$ cat config.mk
export PLATFORM = sky130hd
export DESIGN_NAME = exec_phase_sequencer_flat
export DESIGN_NICKNAME = d
export VERILOG_FILES = /design/src/rtl/exec_phase_sequencer_pkg.sv /design/src/rtl/exec_phase_sequencer_if.sv /design/src/rtl/exec_phase_sequencer.sv /design/src/flat_wrapper.sv
export SDC_FILE = /design/constraint.sdc
export NUM_CORES = 1
export LEC_CHECK = 0
export CAP_MARGIN = 20
export CORE_ASPECT_RATIO = 1.1
export CORE_MARGIN = 10
export CORE_UTILIZATION = 35
export DETAILED_ROUTE_END_ITERATION = 8
export GPL_TIMING_DRIVEN = 0
export HOLD_SLACK_MARGIN = 0.03
export PLACE_DENSITY = 0.58
export SLEW_MARGIN = 20
export SYNTH_ARGS = -nofsm -noshare
export SYNTH_HDL_FRONTEND = slang
export SYNTH_SLANG_ARGS = --single-unit
$ cat constraint.sdc
create_clock -name clk -period 2.95 [get_ports clk]
set_input_delay 0.59 -clock clk [delete_from_list [all_inputs] [get_ports clk]]
set_output_delay 0.59 -clock clk [all_outputs]
set_load 0.005 [all_outputs]
$ cat src/rtl/exec_phase_sequencer_pkg.sv
// Shared definitions for the execute-phase sequencer: state encodings and step count.
package exec_phase_sequencer_pkg;

  typedef enum logic [1:0] {
    SEQ_IDLE = 2'd0,
    SEQ_PHA  = 2'd1,
    SEQ_PHB  = 2'd2
  } seq_state_e;

  localparam int NSTEPS_DEFAULT = 6;

  function automatic logic [2:0] last_step(input int nsteps);
    return 3'(nsteps - 1);
  endfunction

endpackage

$ cat src/rtl/exec_phase_sequencer_if.sv
// Control/timing bundle between the execute-phase sequencer (master) and its decoder (slave).
interface exec_phase_sequencer_if
  import exec_phase_sequencer_pkg::*;
#(
  parameter int NSTEPS = NSTEPS_DEFAULT
);
  logic              start;
  logic              halt;
  logic              stall;
  logic              done;
  logic [NSTEPS-1:0] ck;
  logic [NSTEPS-1:0] stb;
  logic              busy;
  logic              finished;
  logic              overrun;

  modport master (
    input  start, halt, stall, done,
    output ck, stb, busy, finished, overrun
  );

  modport slave (
    output start, halt, stall, done,
    input  ck, stb, busy, finished, overrun
  );
endinterface

$ cat src/rtl/exec_phase_sequencer.sv
// Execute-phase timing generator: one-hot step levels (ck) and mid-step strobes (stb),
// terminated by the decoder's done or flagged as overrun after the last step.
//
//  state    | meaning
//  ---------+-------------------------------------------------------------
//  SEQ_IDLE | no sequence; ck/stb zero, waiting for start with halt low
//  SEQ_PHA  | first half of step: ck[step] high, strobes low
//  SEQ_PHB  | second half of step: ck[step] and stb[step] high
module exec_phase_sequencer
  import exec_phase_sequencer_pkg::*;
#(
  parameter int NSTEPS = NSTEPS_DEFAULT
) (
  input  logic                          clk,
  input  logic                          reset,
  exec_phase_sequencer_if.master        seq
);

  localparam logic [2:0]        LAST_STEP = last_step(NSTEPS);
  localparam logic [NSTEPS-1:0] CK1       = NSTEPS'(1);

  seq_state_e        state_q, state_nxt;
  logic [2:0]        step_q, step_nxt;
  logic [NSTEPS-1:0] ck_q, ck_nxt;
  logic [NSTEPS-1:0] stb_q, stb_nxt;
  logic              busy_q, busy_nxt;
  logic              fin_q, fin_nxt;
  logic              ovr_q, ovr_nxt;

  always_ff @(posedge clk) begin
    if (reset) begin
      state_q <= SEQ_IDLE;
      step_q  <= '0;
      ck_q    <= '0;
      stb_q   <= '0;
      busy_q  <= 1'b0;
      fin_q   <= 1'b0;
      ovr_q   <= 1'b0;
    end else begin
      state_q <= state_nxt;
      step_q  <= step_nxt;
      ck_q    <= ck_nxt;
      stb_q   <= stb_nxt;
      busy_q  <= busy_nxt;
      fin_q   <= fin_nxt;
      ovr_q   <= ovr_nxt;
    end
  end

  // Outputs are computed one cycle ahead so every one of them comes straight off a flop;
  // holding the defaults is exactly the stall behaviour.
  always_comb begin
    state_nxt = state_q;
    step_nxt  = step_q;
    ck_nxt    = ck_q;
    stb_nxt   = stb_q;
    busy_nxt  = busy_q;
    fin_nxt   = 1'b0;
    ovr_nxt   = 1'b0;

    unique case (state_q)
      SEQ_IDLE: begin
        ck_nxt   = '0;
        stb_nxt  = '0;
        busy_nxt = 1'b0;
        step_nxt = '0;
        if (seq.start && !seq.halt) begin
          state_nxt = SEQ_PHA;
          ck_nxt    = CK1;
          busy_nxt  = 1'b1;
        end
      end

      SEQ_PHA, SEQ_PHB: begin
        if (seq.done) begin
          state_nxt = SEQ_IDLE;
          step_nxt  = '0;
          ck_nxt    = '0;
          stb_nxt   = '0;
          busy_nxt  = 1'b0;
          fin_nxt   = 1'b1;
        end else if (!seq.stall) begin
          if (state_q == SEQ_PHA) begin
            state_nxt = SEQ_PHB;
            stb_nxt   = CK1 << step_q;
          end else if (step_q == LAST_STEP) begin
            state_nxt = SEQ_IDLE;
            step_nxt  = '0;
            ck_nxt    = '0;
            stb_nxt   = '0;
            busy_nxt  = 1'b0;
            ovr_nxt   = 1'b1;
          end else begin
            state_nxt = SEQ_PHA;
            step_nxt  = step_q + 3'd1;
            ck_nxt    = CK1 << (step_q + 3'd1);
            stb_nxt   = '0;
          end
        end
      end

      default: begin
        state_nxt = SEQ_IDLE;
        step_nxt  = '0;
        ck_nxt    = '0;
        stb_nxt   = '0;
        busy_nxt  = 1'b0;
      end
    endcase
  end

  assign seq.ck       = ck_q;
  assign seq.stb      = stb_q;
  assign seq.busy     = busy_q;
  assign seq.finished = fin_q;
  assign seq.overrun  = ovr_q;

endmodule

$ cat src/flat_wrapper.sv
// flat-port wrapper written by rule: the top's interface ports become plain ports
module exec_phase_sequencer_flat import exec_phase_sequencer_pkg::*;
#(
  parameter int NSTEPS = NSTEPS_DEFAULT
)
  (clk, reset, seq_start, seq_halt, seq_stall, seq_done, seq_ck, seq_stb, seq_busy, seq_finished, seq_overrun);
  exec_phase_sequencer_if #(.NSTEPS(NSTEPS)) seq_i ();
  input  logic clk;
  input  logic reset;
  input wire logic [$bits(seq_i.start)-1:0] seq_start;
  input wire logic [$bits(seq_i.halt)-1:0] seq_halt;
  input wire logic [$bits(seq_i.stall)-1:0] seq_stall;
  input wire logic [$bits(seq_i.done)-1:0] seq_done;
  output wire logic [$bits(seq_i.ck)-1:0] seq_ck;
  output wire logic [$bits(seq_i.stb)-1:0] seq_stb;
  output wire logic [$bits(seq_i.busy)-1:0] seq_busy;
  output wire logic [$bits(seq_i.finished)-1:0] seq_finished;
  output wire logic [$bits(seq_i.overrun)-1:0] seq_overrun;
  assign seq_i.start = seq_start;
  assign seq_i.halt = seq_halt;
  assign seq_i.stall = seq_stall;
  assign seq_i.done = seq_done;
  assign seq_ck = seq_i.ck;
  assign seq_stb = seq_i.stb;
  assign seq_busy = seq_i.busy;
  assign seq_finished = seq_i.finished;
  assign seq_overrun = seq_i.overrun;
  exec_phase_sequencer #(.NSTEPS(NSTEPS)) u_core (.clk(clk), .reset(reset), .seq(seq_i));
endmodule
Yosys cells after proc, flatten, opt, wreduce, memory -nomap -nowiden
Cells that the tools add are included.

Add/subtract/negate cells: 1. Equality and inequality tests: 7. Reductions and logical operators: 11. Mux-type cells: 22. Shift operators: 2. Bitwise gates (word level): 3.

Operator list (number): $mux W6 (5); $pmux W6 S2 (1); $shl A1 B3 Y6 const A (2); $mux W1 (9); $mux W2 (4); $ne A3 B3 Y1 const B (2); $reduce_and A2 Y1 (3); $reduce_or A5 Y1 (1); $pmux W2 S2 (1); $reduce_or A2 Y1 (2); $add A3 B1 Y3 const B (1); $eq A3 B3 Y1 const B (1); $mux W3 (1); $ne A3 B2 Y1 const B (1); $not A1 Y1 (3); $reduce_and A3 Y1 (1); $reduce_or A3 Y1 (1); $eq A2 B1 Y1 const B (1); $eq A2 B2 Y1 const B (1); $logic_not A2 Y1 (1); $ne A2 B1 Y1 const B (1); $pmux W1 S2 (1); $logic_and A1 B1 Y1 (1); $logic_not A1 Y1 (1).

Output and inout bits: 15. Flip-flop bits (word level): 20. Input port bits: 6.

Depth between registers and ports, before layout
Word-level depth: 7. Depth in mapped cells: 7. Depth with buffers taken out: 6.

Worst setup path before layout
Ideal clock, no wire load.

Path kind: register to register. Start: register u_core.state_q[0]. End: register u_core.state_q[0]. Stages on the path, launching flop included: 7. Required time: 2.879 ns. Path buffers: 0. Path slack: 1.307 ns. Arrival time: 1.572 ns. Period minus slack after synthesis: 1.643 ns. Library setup time: 0.071 ns. Cell sequence: dfxtp_1 -> inv_1 -> ha_1 -> nor2b_2 -> a22o_1 -> or3_1 -> a21oi_1.

Word-level cells in the longest chain between the ends: 5. Elaborated cells on any way between the ends: 11.

RTL lines: from (decl) (RTL line exec_phase_sequencer.sv:22) `seq_state_e state_q, state_nxt;`; from (signal assigned) (RTL line exec_phase_sequencer.sv:40) `state_q <= state_nxt;`; $eq A2 B1 Y1 (RTL line exec_phase_sequencer.sv:61, exec_phase_sequencer.sv:83); $mux W2 (RTL line exec_phase_sequencer.sv:83) `if (state_q == SEQ_PHA) begin`; $mux W2 (RTL line exec_phase_sequencer.sv:82) `end else if (!seq.stall) begin`; $mux W2 (RTL line exec_phase_sequencer.sv:75) `if (seq.done) begin`; $pmux W2 S2 (RTL line exec_phase_sequencer.sv:61) `unique case (state_q)`.

Several ways; a longest one is shown, not always the timed one. The select of a mux whose other input is x is not followed. A chain may end at the register's enable or synchronous reset.

Worst setup path in the final report
Ends and elaborated chain as after synthesis.

==> flow_metrics.tcl <==
set metrics [dict create \
    globalplace.congestion 0.796 \
    path_depth 6 \
    finalSetupViolCount 0 \
    fp-row-count 19 \
    via_count 832 \
    status "finished, final reports clean" \
    synthMuxAreaShare_pct 3.25 \
    crit_type "register to register" \
    dp_hpwl_um 1640 \
    core_um2 2520 \
    synth_top_family_by_area "simple AND/OR/NAND/NOR gates" \
    synthSimpleGateAreaFrac_pct 26.1 \
    slew_headroom_pct 67.9 \
    synth-seq-area-share_pct 43.3 \
    cts_tree "yes" \
    required_ns 3.19 \
    internal-power_uw 470 \
    async_flop_share_pct 0 \
    end_kind "register" \
    fin_crit_ns 1.80 \
    syn-num-nets 120 \
    crit_buf_inv 1 \
    ys.flop_type "dfxtp_1" \
    ir_drop_mv 0.284 \
    die-area_um2 5100 \
    n_antenna_cell 0 \
    cts_hold_buf 0 \
    finalClockSkew_ns 0.0124 \
    routed_wl_um 2150 \
    clk_pin_slew_ns 0.12 \
    drive_gt1_share_pct 6.82 \
    ant_nets 0 \
    min_path_cells 2 \
    r2r-start "u_core.state_q[0]" \
    synthTopCellsByArea "dfxtp_1 (43%), nor2_1 (9.3%), ha_1 (6.8%)" \
    rsz0062_at_grt "no" \
    cp_max_fo 6 \
    grt_pass1_vias 893 \
    clock_latency_ns 0.31 \
    grt_pass1_wl_um 3890 \
    placedInstanceArea_um2 1150 \
    p_sw_uw 163 \
    overflow 0 \
    yosys.area_share.adder_pct 6.77 \
    pin_count 21 \
    max_freq_ghz 0.554 \
    startpoint "u_core.state_q[0]" \
    finalHoldViolations 0 \
    synth.top_cell.area_share_pct 43.3 \
    synth_largest_area_cell "dfxtp_1" \
    crit_arrival_ns 2.04 \
    clock-sinks 20 \
    p_seq_share_pct 45.1 \
    drtIter0Drc 34 \
    yosys_warnings 0 \
    reg2reg_to "u_core.state_q[0]" \
    synth_edf_count 0 \
    worstPathCellList "inv_1, ha_1, nor2b_2, a22o_1, or3_1, a21oi_1" \
    yosys-top-cells-count "nor2_1 (23), dfxtp_1 (20), a21oi_1 (8), nand2_1 (7)" \
    reg2regPathDepth 6 \
    final_nets 144 \
    wl_per_cell_um 13.2 \
    drc_errors 0 \
    die_h_um 73.9 \
    place_inst 159 \
    initial_utilization_pct 36.7 \
    crit_family "simple AND/OR/NAND/NOR gates" \
    stdcell_area_um2 1210 \
    synthCells 109 \
    drt_pass1_iterations 4 \
    clkPwrFrac_pct 35.4 \
    worst_pin_slew_ns 0.480 \
    syn_to_final_growth_pct 30.4 \
    hold_path_class "register to register" \
    finalNonFillerCells 163 \
    synthXorXnorAreaFrac_pct 0.947 \
    powerDensity_nw_per_um2 525 \
    yosysMostFrequentCell "nor2_1" \
    fin_hold_ws_ns 0.470 \
    synthDistinctLibCells 28 \
    finalSetupTns_ns 0 \
    p_sw_share_pct 25.8 \
    ff2ff_setup_slack_ns 1.15 \
    cts_resized 0 \
    cts_root_buf "clkbuf_4" \
    antenna_found_initial 0 \
    grt_max_degree 13 \
    comb_power_share_pct 19.5 \
    p_leak_uw 0.000432 \
    grt_usage_pct 8.94 \
    port_buffers 19 \
    htreeDepth 1 \
    ys_seq_elements 20 \
    avgSynthCellArea_um2 8.48 \
    endpoint "u_core.state_q[0]" \
    crit_path_top_delay_cell "dfxtp_1" \
    cts_buffer_depth 2 \
    crit_path_max_incr_delay_ns 0.40 \
    cts_setup_buffers 0 \
    synth_compound_area_share_pct 14.7 \
    die_width_um 69.0 \
    numCtsBuffers 3 \
    startpoint_type "register" \
    maxCapViolCount 0 \
    syn-cell-area_um2 925 \
    fin_crit_sh_pct 61.2 \
    avgViaCountPerCell 5.10 \
    timing.final.max_slew_violations 0 \
]
-- per-layer routing --
| metal | up-vias | GRT usage, % | routed length, µm |
|---|---|---|---|
| met4 | 0 | 4.70 | 44 |
| met1 | 379 | 9.71 | 977 |
| li1 | 427 | - | - |
| met2 | 21 | 14.6 | 929 |
| met5 | - | 0 | 0 |
| met3 | 5 | 3.90 | 195 |
-- sequential cells by signal, indices dropped and copies added, names as in the netlist --
register             flops
u_core.seq.busy          1
u_core.seq.ck            6
u_core.seq.finished      1
u_core.seq.overrun       1
u_core.seq.stb           6
u_core.state_q           2
u_core.step_q            3
-- final cells by class --
class	count	area [µm²]
tap	31	38.8
sequential	20	400
clock inverter	1	30.0
multi-input combinational	78	479
clock buffer	3	22.5
buffer	6	26.3
inverter	5	18.8
timing repair buffer	19	190
fill	285	1310
-- cells by family (layout without fill, tap and decap cells) --
kind of cell	count (synthesis)	after routing
buffers and inverters	11	34
AOI/OAI and AO/OA	21	21
muxes	3	3
DFF	20	20
xor gates and xnor gates	1	1
and+or+nand+nor	48	48
adders and majority gates	5	5
-- power by group through the flow --
stage               clock [µW]  sequential (µW)  combinational (µW)
floorplan                    0              291                87.2
global route               241              287                 140
CTS                        230              286                 124
detailed placement           0              292                 122
global placement             0              291                 122
finish                     224              285                 124
-- per-stage QoR --
step	total power (µW)	util (%)	setup slack [ns]
2_1_floorplan	378	-	1.31
3_3_place_gp	413	45.8	0.855
3_5_place_dp	414	45.8	0.851
4_1_cts	640	47.9	1.15
5_1_grt	668	47.9	1.02
6_report	633	47.9	1.15
-- worst min path at each step --
| stage | from | to |
|---|---|---|
| CTS | u_core.seq.ck[4] | u_core.seq.ck[4] |
| detailed placement | u_core.seq.ck[4] | u_core.seq.ck[4] |
| floorplan | u_core.seq.ck[4] | u_core.seq.ck[4] |
| global route | u_core.seq.ck[4] | u_core.seq.ck[4] |
| global placement | u_core.seq.ck[4] | u_core.seq.ck[4] |
| finish | u_core.seq.ck[4] | u_core.seq.ck[4] |
-- placed cells by master (no fill, tap or decap), types with 2 or more instances in the layout --
| cell | n |
|---|---|
| nand2_1 | 7 |
| nor2_1 | 23 |
| clkdlybuf4s50_1 | 19 |
| ha_1 | 5 |
| nor4b_1 | 2 |
| clkbuf_1 | 3 |
| and3b_1 | 2 |
| nand2b_1 | 4 |
| a21oi_1 | 8 |
| or3_1 | 2 |
| clkbuf_4 | 3 |
| mux2i_1 | 3 |
| dfxtp_1 | 20 |
| a22oi_1 | 5 |
| inv_1 | 5 |
| nor4_1 | 3 |
| a31oi_1 | 2 |
| buf_2 | 3 |
-- worst register-to-register path: cells and delay by family (launching register included) --
family | cells | cell delay [ns]
AOI/OAI and AO/OA | 2 | 0.40
DFF | 1 | 0.40
and+or+nand+nor | 2 | 0.53
adders and majority gates | 1 | 0.35
buffers and inverters | 1 | 0.07
(Power assumes the default switching activity.)
